[config.mk]
export PLATFORM = sky130hd
export DESIGN_NAME = bp_update_ctrl
export DESIGN_NICKNAME = d
export VERILOG_FILES = /design/src/rtl/bp_pkg.sv /design/src/rtl/bp_upd_fifo.sv /design/src/rtl/bp_update_ctrl.sv
export SDC_FILE = /design/constraint.sdc
export NUM_CORES = 1
export LEC_CHECK = 0
export ABC_AREA = 1
export CORE_MARGIN = 10
export CORE_UTILIZATION = 40
export CTS_CLUSTER_SIZE = 10
export DETAILED_ROUTE_END_ITERATION = 10
export GPL_TIMING_DRIVEN = 0
export PLACE_DENSITY = 0.74
export SETUP_SLACK_MARGIN = 0.3
export SKIP_LAST_GASP = 1
export SLEW_MARGIN = 10
export SYNTH_ARGS = -nofsm -noshare
export SYNTH_HDL_FRONTEND = slang
export SYNTH_SLANG_ARGS = --single-unit
[constraint.sdc]
create_clock -name clk -period 4.15 [get_ports clk]
set_input_delay 0.83 -clock clk [delete_from_list [all_inputs] [get_ports clk]]
set_output_delay 0.83 -clock clk [all_outputs]
set_load 0.05 [all_outputs]
[src/rtl/bp_pkg.sv]
// Shared definitions for the branch-predictor update controller.
package bp_pkg;

  localparam int ADDR_W = 32;
  localparam int PC_W   = ADDR_W;
  localparam int TGT_W  = ADDR_W;

  // Controller FSM encodings
  localparam logic [1:0] ST_IDLE     = 2'd0;
  localparam logic [1:0] ST_REDIRECT = 2'd1;
  localparam logic [1:0] ST_FLUSH    = 2'd2;

  // One pending predictor update
  typedef struct packed {
    logic [PC_W-1:0]  pc;
    logic [TGT_W-1:0] target;
    logic             taken;
    logic             hit;
  } bp_entry_t;

  localparam int ENTRY_W = $bits(bp_entry_t);

endpackage

[src/rtl/bp_upd_fifo.sv]
// Update queue: DEPTH-entry FIFO with combinational head read.
module bp_upd_fifo
  import bp_pkg::*;
#(
  parameter int DEPTH = 4
) (
  input  logic                     clk,
  input  logic                     rst,
  input  logic                     push,
  input  logic                     pop,
  input  bp_entry_t                wr_data,
  output bp_entry_t                rd_data,
  output logic                     full,
  output logic                     empty,
  output logic [$clog2(DEPTH):0]   count
);

  localparam int PTR_W = $clog2(DEPTH);
  localparam int CNT_W = PTR_W + 1;

  bp_entry_t          mem_q [DEPTH];
  logic [PTR_W-1:0]   wr_ptr_q, wr_ptr_d;
  logic [PTR_W-1:0]   rd_ptr_q, rd_ptr_d;
  logic [CNT_W-1:0]   count_q, count_d;
  logic               do_push, do_pop;

  assign full    = (count_q == CNT_W'(DEPTH));
  assign empty   = (count_q == '0);
  assign count   = count_q;
  assign rd_data = mem_q[rd_ptr_q];

  // A push into a full queue is dropped even if a pop happens the same cycle
  assign do_push = push & ~full;
  assign do_pop  = pop & ~empty;

  // Next pointer/count; pointers wrap naturally since DEPTH is a power of 2
  always_comb begin
    wr_ptr_d = wr_ptr_q;
    rd_ptr_d = rd_ptr_q;
    count_d  = count_q;
    if (do_push) wr_ptr_d = wr_ptr_q + PTR_W'(1);
    if (do_pop)  rd_ptr_d = rd_ptr_q + PTR_W'(1);
    case ({do_push, do_pop})
      2'b10:   count_d = count_q + CNT_W'(1);
      2'b01:   count_d = count_q - CNT_W'(1);
      default: count_d = count_q;
    endcase
  end

  // Pointer and occupancy registers
  always_ff @(posedge clk or posedge rst) begin
    if (rst) begin
      wr_ptr_q <= '0;
      rd_ptr_q <= '0;
      count_q  <= '0;
    end else begin
      wr_ptr_q <= wr_ptr_d;
      rd_ptr_q <= rd_ptr_d;
      count_q  <= count_d;
    end
  end

  // Entry storage, not reset
  always_ff @(posedge clk) begin
    if (do_push) mem_q[wr_ptr_q] <= wr_data;
  end

endmodule

[src/rtl/bp_update_ctrl.sv]
// Branch-predictor update controller: queues resolved branches for the
// predictor update port and sequences redirect/flush on a mispredict.
//
//   state    | meaning
//   ---------+-----------------------------------------------------------
//   IDLE     | accepting branches from EX
//   REDIRECT | one-cycle redirect pulse to fetch, flush asserted
//   FLUSH    | flush held for FLUSH_CYC cycles, EX input ignored
module bp_update_ctrl
  import bp_pkg::*;
#(
  parameter int DEPTH     = 4,
  parameter int FLUSH_CYC = 2
) (
  input  logic              clk,
  input  logic              rst,
  input  logic              ex_valid,
  input  logic [31:0]       ex_pc,
  input  logic [31:0]       ex_target,
  input  logic              ex_taken,
  input  logic              ex_pred_hit,
  input  logic              ex_pred_taken,
  input  logic [31:0]       ex_pred_addr,
  input  logic              bp_ready,
  output logic [31:0]       bp_addr_ex,
  output logic [31:0]       bp_pred_ex,
  output logic              bp_branch,
  output logic              bp_state_write,
  output logic              bp_state_change,
  output logic              stall_ex,
  output logic              redirect,
  output logic [31:0]       redirect_pc,
  output logic              flush,
  output logic [15:0]       mispred_cnt
);

  localparam int CNT_W = $clog2(DEPTH) + 1;
  localparam int FC_W  = $clog2(FLUSH_CYC + 1);

  logic [1:0]        state_q, state_d;
  logic [FC_W-1:0]   fcnt_q, fcnt_d;
  logic [ADDR_W-1:0] rpc_q, rpc_d;
  logic [15:0]       mcnt_q, mcnt_d;

  logic              pred_t, mispredict, accepted, pop;
  bp_entry_t         wr_entry, head;
  logic              fifo_full, fifo_empty;
  logic [CNT_W-1:0]  fifo_count;

  assign pred_t     = ex_pred_hit & ex_pred_taken;
  assign mispredict = ex_valid & ((ex_taken != pred_t) |
                                  (ex_taken & pred_t & (ex_pred_addr != ex_target)));
  assign accepted   = ex_valid & ~fifo_full & (state_q == ST_IDLE);
  assign pop        = bp_ready & ~fifo_empty;

  assign wr_entry.pc     = ex_pc;
  assign wr_entry.target = ex_target;
  assign wr_entry.taken  = ex_taken;
  assign wr_entry.hit    = ex_pred_hit;

  bp_upd_fifo #(.DEPTH(DEPTH)) u_fifo (
    .clk     (clk),
    .rst     (rst),
    .push    (accepted),
    .pop     (pop),
    .wr_data (wr_entry),
    .rd_data (head),
    .full    (fifo_full),
    .empty   (fifo_empty),
    .count   (fifo_count)
  );

  assign stall_ex        = (fifo_count == CNT_W'(DEPTH));
  assign bp_addr_ex      = head.pc;
  assign bp_pred_ex      = head.target;
  assign bp_branch       = pop & ~head.hit;
  assign bp_state_write  = pop & head.hit;
  assign bp_state_change = pop & head.taken;

  assign redirect    = (state_q == ST_REDIRECT);
  assign flush       = (state_q != ST_IDLE);
  assign redirect_pc = rpc_q;
  assign mispred_cnt = mcnt_q;

  // Redirect/flush sequencing and mispredict bookkeeping
  always_comb begin
    state_d = state_q;
    fcnt_d  = fcnt_q;
    rpc_d   = rpc_q;
    mcnt_d  = mcnt_q;
    case (state_q)
      ST_IDLE: begin
        if (accepted && mispredict) begin
          state_d = ST_REDIRECT;
          rpc_d   = ex_taken ? ex_target : ex_pc + 32'd4;
          if (mcnt_q != 16'hFFFF) mcnt_d = mcnt_q + 16'd1;
        end
      end
      ST_REDIRECT: begin
        state_d = ST_FLUSH;
        fcnt_d  = FC_W'(FLUSH_CYC - 1);
      end
      ST_FLUSH: begin
        if (fcnt_q == '0) state_d = ST_IDLE;
        else              fcnt_d  = fcnt_q - FC_W'(1);
      end
      default: state_d = ST_IDLE;
    endcase
  end

  // Controller registers
  always_ff @(posedge clk or posedge rst) begin
    if (rst) begin
      state_q <= ST_IDLE;
      fcnt_q  <= '0;
      rpc_q   <= '0;
      mcnt_q  <= '0;
    end else begin
      state_q <= state_d;
      fcnt_q  <= fcnt_d;
      rpc_q   <= rpc_d;
      mcnt_q  <= mcnt_d;
    end
  end

endmodule

# Word level (Yosys, flattened, before mapping)
# Memory sizes are Yosys's and may differ from the RTL's.
# Index checks and enable logic that the tools add are counted.
word_totals:
  ramBits: 264
  mem_count: 1
  in_bits: 103
  latch_bits: 0
  output_inout_bits: 118
  rom_bits: 0
  regBits: 59
memory_table:
  columns: ["memory", "words", "word_bits", "rd", "rd_clocked_by_memory_dff", "write_ports", "line", "source"]
  rows:
  - ["u_fifo.mem_q", 4, 66, 1, 0, 1, "bp_upd_fifo.sv:21", "bp_entry_t mem_q [DEPTH];"]
op_classes:
  div: 0
  reduce_logical: 11
  add_sub_neg: 7
  bitwise_logic: 16
  n_eq_ne: 11
  n_shift: 0
  muxes: 9
  magnitude_cmp: 0
  mul: 0
op_table:
  columns: ["cell", "count"]
  rows:
  - ["adder 32 x 3 -> 32 bit, second input constant", 1]
  - ["2-to-1 mux 32 bit", 1]
  - ["inequality test 32 bit", 1]
  - ["adder 16 x 1 -> 16 bit, second input constant", 1]
  - ["inequality test 16 bit, second input constant", 1]
  - ["AND 1 bit", 12]
  - ["2-to-1 mux 2 bit", 3]
  - ["case mux 2 bit (3 select lines)", 1]
  - ["case mux 3 bit (2 select lines)", 1]
  - ["AND reduction 2 bit", 3]
  - ["nonzero test 2 bit", 3]
  - ["adder 2 x 1 -> 2 bit, second input constant", 2]
  - ["== test 2 x 1 -> 1 bit, second input constant", 2]
  - ["== test 2 bit, second input constant", 2]
  - ["logical NOT 2 bit", 2]
  - ["inequality test 2 bit, second input constant", 2]
  - ["case mux 2 bit (2 select lines)", 1]
  - ["adder 3 x 1 -> 3 bit, second input constant", 1]
  - ["== test 3 bit, second input constant", 1]
  - ["logical NOT 3 bit", 1]
  - ["NOT 1 bit", 3]
  - ["AND reduction 3 bit", 1]
  - ["subtractor 3 x 1 -> 3 bit, second input constant", 1]
  - ["2-to-1 mux 1 bit", 2]
  - ["5 further kinds", 5]

# Depth between registers and ports, before layout
# Gate-level depths: netlist (run 1).
depth:
  ltp_word: 8
  ltp_mapped: 15
  depth_no_buf: 14

# Modules after synthesis
# Synthesis (run 1) repeated with hierarchy kept, for this count alone.
unflattened:
  cells_unflattened: 1442
  area_unflattened_um2: 15114.5
modules_own_cells:
  columns: ["mod", "seq_area_each_um2", "instances", "cells_per_inst", "area_each_um2"]
  rows:
  - ["bp_upd_fifo", 8102.8, 1, 833, 11094.4]
  - ["bp_update_ctrl", 1301.2, 1, 609, 4020.1]

# Least setup slack after synthesis (run 1)
# No wires, ideal clock.
synth_timing:
  kind: "input port to flip-flop"
  start: "input ex_valid"
  end: "memory u_fifo.mem_q[0][0] (netlist name) (enable)"
  path_buffers: 1
  setup_time_ns: 0.490
  slack_ns: -0.764
  stages: 5
  arrival_time_ns: 4.424
  cell_sequence: "inv_1 nor3_1 buf_2 inv_1 nor2_1"
synth_via:
  elab_chain_len: 5
synth_lines:
  columns: ["element", "line", "source"]
  rows:
  - ["start: declaration", "bp_update_ctrl.sv:17", "input logic ex_valid,"]
  - ["AND 1 bit (2 in series)", "bp_update_ctrl.sv:53", "assign accepted = ex_valid & ~fifo_full & (state_q == ST_IDLE);"]
  - ["AND 1 bit", "bp_upd_fifo.sv:33", "assign do_push = push & ~full;"]
  - ["2-to-1 mux 1 bit", "bp_upd_fifo.sv:65", "if (do_push) mem_q[wr_ptr_q] <= wr_data;"]
  - ["2-to-1 mux 1 bit (implied by the code)", "bp_upd_fifo.sv:65", null]
  - ["end: declaration", "bp_upd_fifo.sv:21", null]
# Every way passes these cells.

# Worst setup path in the final report (run 1)
layout_timing:
  start: "register u_fifo.rd_ptr_q[0]"
  end: "output bp_pred_ex[27]"
layout_via:
  elab_chain_len: 1
layout_lines:
  columns: ["element", "line", "source"]
  rows:
  - ["start: declaration", "bp_upd_fifo.sv:23", "logic [PTR_W-1:0] rd_ptr_q, rd_ptr_d;"]
  - ["start signal: assignment", "bp_upd_fifo.sv:58", "rd_ptr_q <= rd_ptr_d;"]
  - ["memory (4 x 66 bit)", null, null]
  - ["end: declaration", "bp_update_ctrl.sv:26", "output logic [31:0] bp_pred_ex,"]
# Every way passes these cells.

==> results.ini, run 1 <==
[routing]
avgRoutedWirePerCell_um = 21.1
ant_nets = 0
drc_errors = 0
firstDrtPassIters = 5
viasPerCell = 5.29
num_vias = 10809
routed_wl_um = 43000
drtIter0Drc = 1056

[setup_path]
timing.rr.start = state_q[0]
cp_data_arrival_time_ps = 2950
r2r_slack_ps = 1100
crit_start = u_fifo.rd_ptr_q[0]
critPathMaxStageDelay_ps = 580
r2r-end = u_fifo.mem_q[0][8]
cp.required_ps = 3320
r2r_cells = 7
crit_type = reg -> out
path_buf_inv = 4
end_kind = output port
cp_top_family = buffers and inverters
worst_path_max_delay_cell = dlygate4sd2_1
worstPathMaxFanout = 10
start_kind = flop
worstPathCellList = clkbuf_2 -> inv_1 -> clkbuf_1 -> o21ai_0 -> o22ai_1 -> dlygate4sd2_1

[clock_network]
cts_sinks = 323
hold_buffers = 0
clk_pin_slew_ps = 60
cts_buffer_depth = 3
htreeDepth = 2
numCtsBuffers = 39
cts_root_buffer = clkbuf_16
insertion_delay_ps = 530
cts_tree = done

[sta]
rsz0062_at_grt = yes
slew_violations = 0
slew_headroom = 0.190
period_needed_ps = 3780
clock_skew_ps = 15.4
tightest_slew_ps = 1210
hold_violations = 0
post-route-period-util = 0.911
setup_viol = 0
max_freq_ghz = 0.265
tns_ps = 0

[final_layout]
drive_above_1_share = 0.0693
design_area_mm2 = 0.0181
n_antenna_cell = 0
fin_cells = 2042
syn_to_final_growth_pct = 28.9
finish.utilization = 0.524
fin_nets = 1670

[grt]
grt_pass1_wl_um = 65200
antenna_found_initial = 2
grt_pass1_vias = 10855
grt_remaining_overflow = 0
grt_max_degree = 60
grt_util_all_layers = 0.192

[power_and_ir_drop]
p_seq_frac = 0.316
internal_power_uw = 7740
comb_power_share = 0.463
power.switching_uw = 6430
p_per_area_mw_per_mm2 = 781
swShare = 0.454
ir_drop_v = 0.000472
p_clk_frac = 0.221
p_leak_uw = 0.00686

[logic_synthesis]
synthArstFlopShare = 0.183
synth_edf_count = 264
syn_area_per_cell_um2 = 10.9
synthFlopType = edfxtp_1
ys_seq_area_frac = 0.668
postSynthCellCount = 1287
ys_ff_latch = 323
ys_types = 37
synth_nets = 1400
ys_warn_count = 0
synthesis.area_mm2 = 0.0141

[job]
maxCapViolations = 0

[worst_hold_path]
hold_path_end = redirect_pc[19]
hold_class = reg -> reg
hold_depth = 2
hp-start = redirect_pc[19]

[place]
dp.cells = 1971
dpl_cell_area_mm2 = 0.0171
io_buffers = 220
dp_hpwl_um = 31300
gp_congestion = 0.909

[status]
status = finished clean

[floorplanning]
initial_core_util = 0.406
ioPinCount = 221
die-width_um = 208
fp.dieArea_mm2 = 0.0431
fp.dieH_um = 208
core_area_mm2 = 0.0346
rows = 68

power by group through the flow:
stage	clock [µW]	sequential [µW]	combinational [µW]
finish	3140	4470	6560
global route	3310	4520	6970
CTS	3170	4460	6650
detailed placement	0	4520	6940
global placement	0	4580	6730
floorplan	0	5080	3660
cell families (layout without fill, tap and decap cells):
family,after synthesis,in the layout,share of synthesized area
compound gates,248,248,0.0957
fa+ha+maj,10,10,0.00943
simple gates,502,502,0.145
flops,323,323,0.668
xor+xnor,53,53,0.0330
mux,12,12,0.00854
buf+inv,139,439,0.0398
worst min-delay path: stages, from the launching register on:
cell     delay [ps]
dfrtp_1         340
nand2_1          50
nand2_1          60
worst max path at each step:
stage                              end  slack, ps  cells after the start
floorplan           u_fifo.mem_q[0][0]       -760                      5
global placement    u_fifo.mem_q[3][9]      -3610                      6
global route            bp_pred_ex[29]        260                      7
finish                  bp_pred_ex[27]        370                      6
detailed placement      bp_addr_ex[28]       -110                      7
CTS                      bp_pred_ex[2]        310                      7
final cells by class:
class	count	area, µm²
tap	455	569
clock inverter	6	68.8
fill	2971	16500
timing repair buffer	229	2270
buffer	60	288
clock buffer	65	1100
sequential	323	9400
inverter	79	299
multi-input combinational	825	4140
Yosys cell counts (12+ instances only):
library cell	n	area share
o21ai_0	154	0.055
o21ai_1	14	0.0050
dfrtp_1	59	0.10
nand3_1	18	0.0064
xnor2_1	30	0.019
nand4_1	26	0.012
o22ai_1	65	0.029
nor3_1	19	0.0068
nand2_1	236	0.063
clkbuf_1	45	0.012
edfxtp_1	264	0.56
mux2i_1	12	0.0085
xor2_1	23	0.014
nor2_1	193	0.051
inv_1	74	0.020
sequential cells by signal (all words and copies together), names as in the netlist:
signal,flops
redirect_pc,32
u_fifo.wr_ptr_q,2
mispred_cnt,16
u_fifo.mem_q,264
fcnt_q,2
u_fifo.rd_ptr_q,2
u_fifo.count,3
state_q,2
what timing repair did:
action | in CTS | in global routing
pin swaps | 0 | 0
gates resized for setup | 92 | 30
endpoints found under the setup margin | 67 | 22
setup buffers | 0 | 0
placed cells by master (no fill, tap or decap), types with 6 or more instances in the layout:
cell and instances:
a21oi_1 6, buf_12 8, clkbuf_1 52, clkbuf_16 40, clkbuf_2 28, clkdlybuf4s50_1 153
dfrtp_1 59, dlygate4sd2_1 49, edfxtp_1 264, ha_1 9, inv_1 73, mux2i_1 12
nand2_1 236, nand3_1 18, nand4_1 26, nor2_1 189, nor3_1 19, o21ai_0 154
o21ai_1 14, o22ai_1 65, xnor2_1 30, xor2_1 23
per-layer routing:
layer / share of wire / wire length, µm / track usage
met1: 0.39 / 16800 / 0.237
met2: 0.49 / 21100 / 0.322
met3: 0.094 / 4040 / 0.0516
met4: 0.023 / 1010 / 0.0547
met5: 0.00072 / 31 / 0
through the flow:
step | hold slack [ps] | power [µW] | setup slack, ps
floorplan | 457 | 8740 | -764
global placement | 467 | 11300 | -3610
detailed placement | 470 | 11500 | -106
CTS | 487 | 14300 | 305
global route | 517 | 14800 | 265
finish | 485 | 14200 | 371
No activity file was read; power rests on OpenSTA's default activity.
==> run 2, diff against run 1 <==
--- a/config.mk
+++ b/config.mk
@@ -8,13 +8,14 @@
 export ABC_AREA = 1
 export CORE_MARGIN = 10
 export CORE_UTILIZATION = 40
+export CTS_CLUSTER_DIAMETER = 200
 export CTS_CLUSTER_SIZE = 10
 export DETAILED_ROUTE_END_ITERATION = 10
 export GPL_TIMING_DRIVEN = 0
-export PLACE_DENSITY = 0.74
+export PLACE_DENSITY = 0.71
 export SETUP_SLACK_MARGIN = 0.3
 export SKIP_LAST_GASP = 1
-export SLEW_MARGIN = 10
+export SLEW_MARGIN = 20
 export SYNTH_ARGS = -nofsm -noshare
 export SYNTH_HDL_FRONTEND = slang
 export SYNTH_SLANG_ARGS = --single-unit
==> constraint.sdc (replaced) <==
create_clock -name clk -period 4.1 [get_ports clk]
set_input_delay 0.82 -clock clk [delete_from_list [all_inputs] [get_ports clk]]
set_output_delay 0.82 -clock clk [all_outputs]
set_load 0.05 [all_outputs]
==> run 2 against run 1 <==
Net effect:
- clock skew fell by 7.1 ps
- global-route usage barely moved
- core utilization rose by 0.090 points
- routed wire length fell by 0.18%
- non-clock buffer count rose by 3
- first-iteration DRC count fell by 18%
- clock power fell by 4%
- combinational power rose by 2%
- design area rose by 0.17%
- cell count rose by 0.24%
- via count rose by 0.19%
- sequential share of layout area fell by 0.089 points
==> results.ini, run 2 (synthesis gave the netlist of run 1 again) <==
[status]
status = finished clean

[clock_network]
cts_sinks = 323  ; unchanged
cts_buffer_depth = 3  ; unchanged
hold_buffers = 0  ; unchanged
insertion_delay_ps = 510  ; -20 ps
numCtsBuffers = 38  ; -2.6%
cts_root_buffer = clkbuf_16
htreeDepth = 2  ; unchanged
cts_tree = done
clk_pin_slew_ps = 60  ; about the same

[routing]
num_vias = 10830  ; +0.19%
viasPerCell = 5.29  ; about the same
drtIter0Drc = 871  ; -18%
avgRoutedWirePerCell_um = 21.0  ; -0.42%
drc_errors = 0  ; unchanged
firstDrtPassIters = 5  ; unchanged
routed_wl_um = 42900  ; -0.18%
ant_nets = 0  ; unchanged

[power_and_ir_drop]
total_power_uw = 14200  ; +0.50%
ir_drop_v = 0.000482  ; +2.2%
comb_power_share = 0.469  ; +0.006
swShare = 0.456  ; +0.00224
power.switching_uw = 6490  ; +1.0%
p_leak_uw = 0.00687  ; +0.15%
p_clk_frac = 0.213  ; -0.008
p_per_area_mw_per_mm2 = 784  ; +0.33%
p_seq_frac = 0.318  ; +0.002
internal_power_uw = 7740  ; about the same

[setup_path]
r2r-end = u_fifo.mem_q[3][42]
r2r_slack_ps = 1040  ; -60 ps
path_buf_inv = 5  ; +1
cp_top_family = buffers and inverters
critPathMaxStageDelay_ps = 570  ; about the same
end_kind = output port
cp_data_arrival_time_ps = 2850  ; -100 ps
cpMostUsedCell = clkbuf_2
crit_start = u_fifo.rd_ptr_q[0]
crit_type = reg -> out
timing.rr.start = state_q[0]
worst_path_max_delay_cell = dlygate4sd2_1
worstPathMaxFanout = 10  ; unchanged
cp.required_ps = 3280  ; -40 ps
worstPathCellList = clkbuf_2 -> clkinvlp_4 -> clkbuf_4 -> clkbuf_2 -> nor2_1 -> o22ai_1 -> dlygate4sd2_1
r2r_cells = 7  ; unchanged
start_kind = flop

[worst_hold_path]
hold_depth = 2  ; unchanged
hold_class = reg -> reg
hold_path_end = redirect_pc[24]
hp-start = redirect_pc[24]

[grt]
grt_pass1_vias = 10628  ; -2.1%
grt_max_degree = 49  ; -18%
grt_pass1_wl_um = 64500  ; -1.0%
antenna_found_initial = 10  ; +8
grt_remaining_overflow = 0  ; unchanged
grt_util_all_layers = 0.191  ; -0.000469

[sta]
clock_skew_ps = 8.30  ; -7.07 ps
max_freq_ghz = 0.272
slew_violations = 0  ; unchanged
hold_violations = 0  ; unchanged
tightest_slew_ps = 993  ; -212 ps
post-route-period-util = 0.896
slew_headroom = 0.332  ; +0.142
period_needed_ps = 3670
setup_viol = 0  ; unchanged
timing.final.ws_setup_ps = 427  ; +55.7 ps
rsz0062_at_grt = no

[final_layout]
fin_cells = 2047  ; +0.24%
fin_nets = 1672  ; +0.12%
final_cell_mix = edfxtp_1 (264), nand2_1 (236), nor2_1 (189), o21ai_0 (154), clkdlybuf4s50_1 (153)
top_register = u_fifo.mem_q
design_area_mm2 = 0.0182  ; +0.17%
layout_commonest_cell = edfxtp_1
drive_above_1_share = 0.0781  ; +0.00877
syn_to_final_growth_pct = 29.1
largest_reg_flops = 264  ; unchanged

[place]
dp_hpwl_um = 31600  ; +0.98%
gp_congestion = 0.906  ; -0.34%
dpl_cell_area_mm2 = 0.0172  ; +0.70%
post-place-ws_ps = -174  ; -68.4 ps
dp.cells = 1974  ; +0.15%
io_buffers = 220  ; unchanged

[floorplanning]
fp.dieArea_mm2 = 0.0431  ; unchanged
ioPinCount = 221  ; unchanged
fp.dieH_um = 208  ; unchanged
core_area_mm2 = 0.0346  ; unchanged
initial_core_util = 0.406  ; unchanged
die-width_um = 208  ; unchanged
rows = 68  ; unchanged

[job]
maxCapViolations = 0  ; unchanged

==> run 2: cell types whose count changed in the layout (fill, tap and decap cells not counted), sizes merged <==
| cell | before | now |
|---|---|---|
| clkbuf | 122 | 135 |
| dlygate4sd2 | 49 | 41 |
| clkinv | 4 | 0 |
| diode | 0 | 4 |
| buf | 25 | 26 |
| bufinv | 1 | 0 |
| clkdlybuf4s15 | 5 | 4 |
| clkinvlp | 0 | 1 |
==> run 2: worst register-to-register path, delay by kind of cell, from the launching register on <==
kind                   cells  cell delay, ps
flip-flops                 1             410
AND/OR/NAND/NOR            3            1350
buffers and inverters      4             980
==> run 2: worst max-delay path by stage <==
| stage | cells past startpoint | slack [ps] | to |
|---|---|---|---|
| 2_1_floorplan | 5 | -800 | u_fifo.mem_q[0][0] |
| 3_3_place_gp | 6 | -3670 | u_fifo.mem_q[0][43] |
| 3_5_place_dp | 7 | -170 | bp_pred_ex[2] |
| 4_1_cts | 6 | 290 | bp_addr_ex[0] |
| 5_1_grt | 6 | 340 | bp_pred_ex[7] |
| 6_report | 7 | 430 | bp_pred_ex[24] |
==> run 2: layout make-up <==
| cell class | count | area (µm²) |
|---|---|---|
| flip-flops and latches | 323 | 9400 |
| clock buffers | 67 | 1080 |
| fillers | 2986 | 16500 |
| plain buffers | 60 | 294 |
| clock inverters | 2 | 17.5 |
| multi-input cells | 825 | 4140 |
| repair buffers | 232 | 2350 |
| inverters | 79 | 303 |
| well taps | 455 | 569 |
| diodes | 4 | 10.0 |
==> run 2: power groups by stage <==
stage | sequential [µW] | combinational, µW | clock (µW)
2_1_floorplan | 5140 | 3710 | 0
5_1_grt | 4570 | 7100 | 3200
4_1_cts | 4510 | 6790 | 3060
6_report | 4520 | 6680 | 3030
3_3_place_gp | 4650 | 6820 | 0
3_5_place_dp | 4570 | 7090 | 0
==> run 2: stage by stage <==
stage	util	hold slack [ps]	setup TNS, ps
global route	0.524	503	0
CTS	0.527	487	0
floorplan	-	457	-212260
detailed placement	0.496	468	-843
finish	0.525	487	0
global placement	0.486	465	-940120
==> run 2: metal layers <==
layer / wire (µm) / vias up / part of all wire / track usage
met5: 61 / - / 0.0014 / 0
met4: 1320 / 10 / 0.031 / 0.0642
met3: 3570 / 93 / 0.083 / 0.0493
met1: 17500 / 5234 / 0.41 / 0.243
met2: 20500 / 443 / 0.48 / 0.312
li1: - / 5050 / - / -
==> run 2: repair_timing <==
| item | 4_1_cts | 5_1_grt |
|---|---|---|
| setup buffers | 0 | 0 |
| pin swaps | 0 | 0 |
| endpoints found under the hold margin | 0 | 0 |
| endpoints found under the setup margin | 67 | 47 |
| resized for setup | 95 | 51 |
==> run 3, diff against run 2 <==
--- a/config.mk
+++ b/config.mk
@@ -12,8 +12,6 @@
 export CTS_CLUSTER_SIZE = 10
 export DETAILED_ROUTE_END_ITERATION = 10
 export GPL_TIMING_DRIVEN = 0
-export PLACE_DENSITY = 0.71
-export SETUP_SLACK_MARGIN = 0.3
 export SKIP_LAST_GASP = 1
 export SLEW_MARGIN = 20
 export SYNTH_ARGS = -nofsm -noshare
==> run 3 against run 2 <==
Net effect:
- via count fell by 1.3%
- routed wire length rose by 1.7%
- sequential share of layout area shrank 0.33 points
- clock-buffer cell count is 7 lower
- core utilization up 0.33 points
- register-to-register slack better by 110 ps
- non-clock buffer count rose by 1
- clock skew grew 3.3 ps
- clock power barely moved
- critical path depth fell by 1
- die area stayed put
- hold slack worse by 7.1 ps
- critical path type unchanged
==> results.ini, run 3 (synthesis gave the netlist of run 1 again) <==
[setup_path]
worstPathMaxFanout = 10  ; unchanged
r2r_slack_ps = 1150  ; +110 ps
crit_type = reg -> out
end_kind = output port
timing.rr.start = state_q[0]
path_buf_inv = 3  ; -2
r2r_cells = 8  ; +1
critPathMaxStageDelay_ps = 730  ; +160 ps
r2r-end = u_fifo.mem_q[0][11]
worstPathCellList = inv_1 -> clkbuf_2 -> nand2_1 -> a32oi_1 -> nor2_1 -> clkdlybuf4s50_1
cp.required_ps = 3280  ; about the same
cp_top_family = buffers and inverters
cp_data_arrival_time_ps = 3200  ; +350 ps
start_kind = flop
worst_path_max_delay_cell = clkdlybuf4s50_1

[grt]
grt_pass1_wl_um = 66300  ; +2.7%
antenna_found_initial = 2  ; -8
grt_util_all_layers = 0.197  ; +0.00558
grt_pass1_vias = 10536  ; -0.87%
grt_max_degree = 51  ; +4.1%
grt_remaining_overflow = 0  ; unchanged

[final_layout]
fin_nets = 1673  ; +0.060%
top_register = u_fifo.mem_q
drive_above_1_share = 0.0601  ; -0.0180
design_area_mm2 = 0.0183  ; +0.63%
fill_cells = 3038  ; +1.7%
syn_to_final_growth_pct = 29.9
n_antenna_cell = 0  ; -4
final_cell_mix = edfxtp_1 (264), nand2_1 (236), nor2_1 (189), clkdlybuf4s50_1 (155), o21ai_0 (154)
layout_commonest_cell = edfxtp_1
largest_reg_flops = 264  ; unchanged

[power_and_ir_drop]
ir_drop_v = 0.000464  ; -3.8%
p_per_area_mw_per_mm2 = 783  ; about the same
total_power_uw = 14300  ; +0.58%
p_clk_frac = 0.214  ; about the same
power.switching_uw = 6470  ; -0.30%
p_seq_frac = 0.318  ; about the same
internal_power_uw = 7850  ; +1.3%
swShare = 0.452  ; -0.00402
p_leak_uw = 0.00695  ; +1.1%
comb_power_share = 0.468  ; about the same

[routing]
routed_wl_um = 43700  ; +1.7%
drc_errors = 0  ; unchanged
ant_nets = 0  ; unchanged
drtIter0Drc = 886  ; +1.7%
viasPerCell = 5.25  ; -0.81%
firstDrtPassIters = 7  ; +2
num_vias = 10685  ; -1.3%
avgRoutedWirePerCell_um = 21.5  ; +2.3%

[sta]
slew_violations = 0  ; unchanged
tightest_slew_ps = 805  ; -189 ps
slew_headroom = 0.459  ; +0.127
setup_viol = 0  ; unchanged
post-route-period-util = 0.980  ; +0.0846
clock_skew_ps = 11.6  ; +3.32 ps
rsz0062_at_grt = yes
period_needed_ps = 4020  ; +347 ps
max_freq_ghz = 0.249  ; -8.6%
hold_violations = 0  ; unchanged

[worst_hold_path]
hold_class = reg -> reg
hold_path_end = redirect_pc[24]
hold_depth = 2  ; unchanged
hp-start = redirect_pc[24]

[clock_network]
insertion_delay_ps = 510  ; about the same
cts_root_buffer = clkbuf_16
cts_buffer_depth = 3  ; unchanged
cts_sinks = 323  ; unchanged
hold_buffers = 0  ; unchanged
clk_pin_slew_ps = 60  ; about the same
htreeDepth = 2  ; unchanged
cts_tree = done
numCtsBuffers = 38  ; unchanged

[floorplanning]
fp.dieArea_mm2 = 0.0431  ; unchanged
core_area_mm2 = 0.0346  ; unchanged
initial_core_util = 0.406  ; unchanged
rows = 68  ; unchanged
fp.dieH_um = 208  ; unchanged
ioPinCount = 221  ; unchanged
die-width_um = 208  ; unchanged

[status]
status = finished clean

[job]
maxCapViolations = 0  ; unchanged

[place]
dpl_cell_area_mm2 = 0.0172  ; +0.23%
io_buffers = 220  ; unchanged
gp_congestion = 0.898  ; -0.88%
dp_hpwl_um = 32200  ; +2.0%

==> run 3: changes by cell type in the layout (fill, tap and decap cells not counted), sizes merged <==
cell,previous run,this run
clkdlybuf4s15,4,0
dlymetal6s2s,0,5
buf,26,28
dlygate4sd2,41,60
diode,4,0
clkinvlp,1,0
clkbuf,135,105
clkdlybuf4s50,153,155
==> run 3: how the worst max path moves through the flow <==
stage          cells after the start                from  slack, ps             endpoint
6_report                           6  u_fifo.rd_ptr_q[0]         80            bp_branch
5_1_grt                            6  u_fifo.rd_ptr_q[0]        -60      bp_state_change
4_1_cts                            6  u_fifo.rd_ptr_q[0]       -260        bp_addr_ex[1]
3_5_place_dp                       7  u_fifo.rd_ptr_q[0]       -300        bp_addr_ex[1]
3_3_place_gp                       6            ex_valid      -3910  u_fifo.mem_q[0][40]
2_1_floorplan                      5            ex_valid       -800   u_fifo.mem_q[0][0]
==> run 3: stage by stage <==
step | hold WS, ps | utilization | setup TNS [ps] | worst slack, ps | std cells
2_1_floorplan | 457 | - | -212260 | -804 | 1287
3_3_place_gp | 464 | 0.486 | -974360 | -3910 | 1962
3_5_place_dp | 474 | 0.497 | -4320 | -300 | 1976
4_1_cts | 488 | 0.527 | -495 | -258 | 2036
5_1_grt | 508 | 0.528 | -55.0 | -55.0 | 2036
6_report | 480 | 0.528 | 0 | 80.1 | 2036
==> run 3: layout make-up <==
cell class	instances	area (µm²)	share of cell area
Multi-Input combinational cell	825	4140	0.226
Clock inverter	1	8.76	0.000479
Sequential cell	323	9400	0.514
Timing Repair Buffer	234	2490	0.136
Tap cell	455	569	0.0311
Inverter	79	299	0.0164
Clock buffer	60	1100	0.0600
Buffer	59	280	0.0153
==> run 3: tightest hold or removal path: stages (launching register included) <==
cell and delay, ps:
dfrtp_1 340, nand2_1 50, nand2_1 60
==> run 3: metal layers <==
layer	share of wire	up-vias	track usage	wire (µm)
met1	0.43	5201	0.265	19000
met5	0.00027	-	0	12
met2	0.46	385	0.309	20200
met3	0.078	58	0.0489	3400
li1	-	5039	-	-
met4	0.025	2	0.0559	1080
==> run 3: power groups by stage <==
stage / combinational [µW] / sequential [µW] / clock (µW)
finish: 6700 / 4560 / 3060
CTS: 6790 / 4550 / 3110
global route: 7150 / 4610 / 3260
detailed placement: 7120 / 4590 / 0
floorplan: 3710 / 5140 / 0
global placement: 6870 / 4670 / 0
==> run 3: timing repair <==
action / 4_1_cts / 5_1_grt
pin swaps: 0 / 0
setup endpoints to repair: 67 / 16
setup buffers: 0 / 0
gates resized for setup: 74 / 9
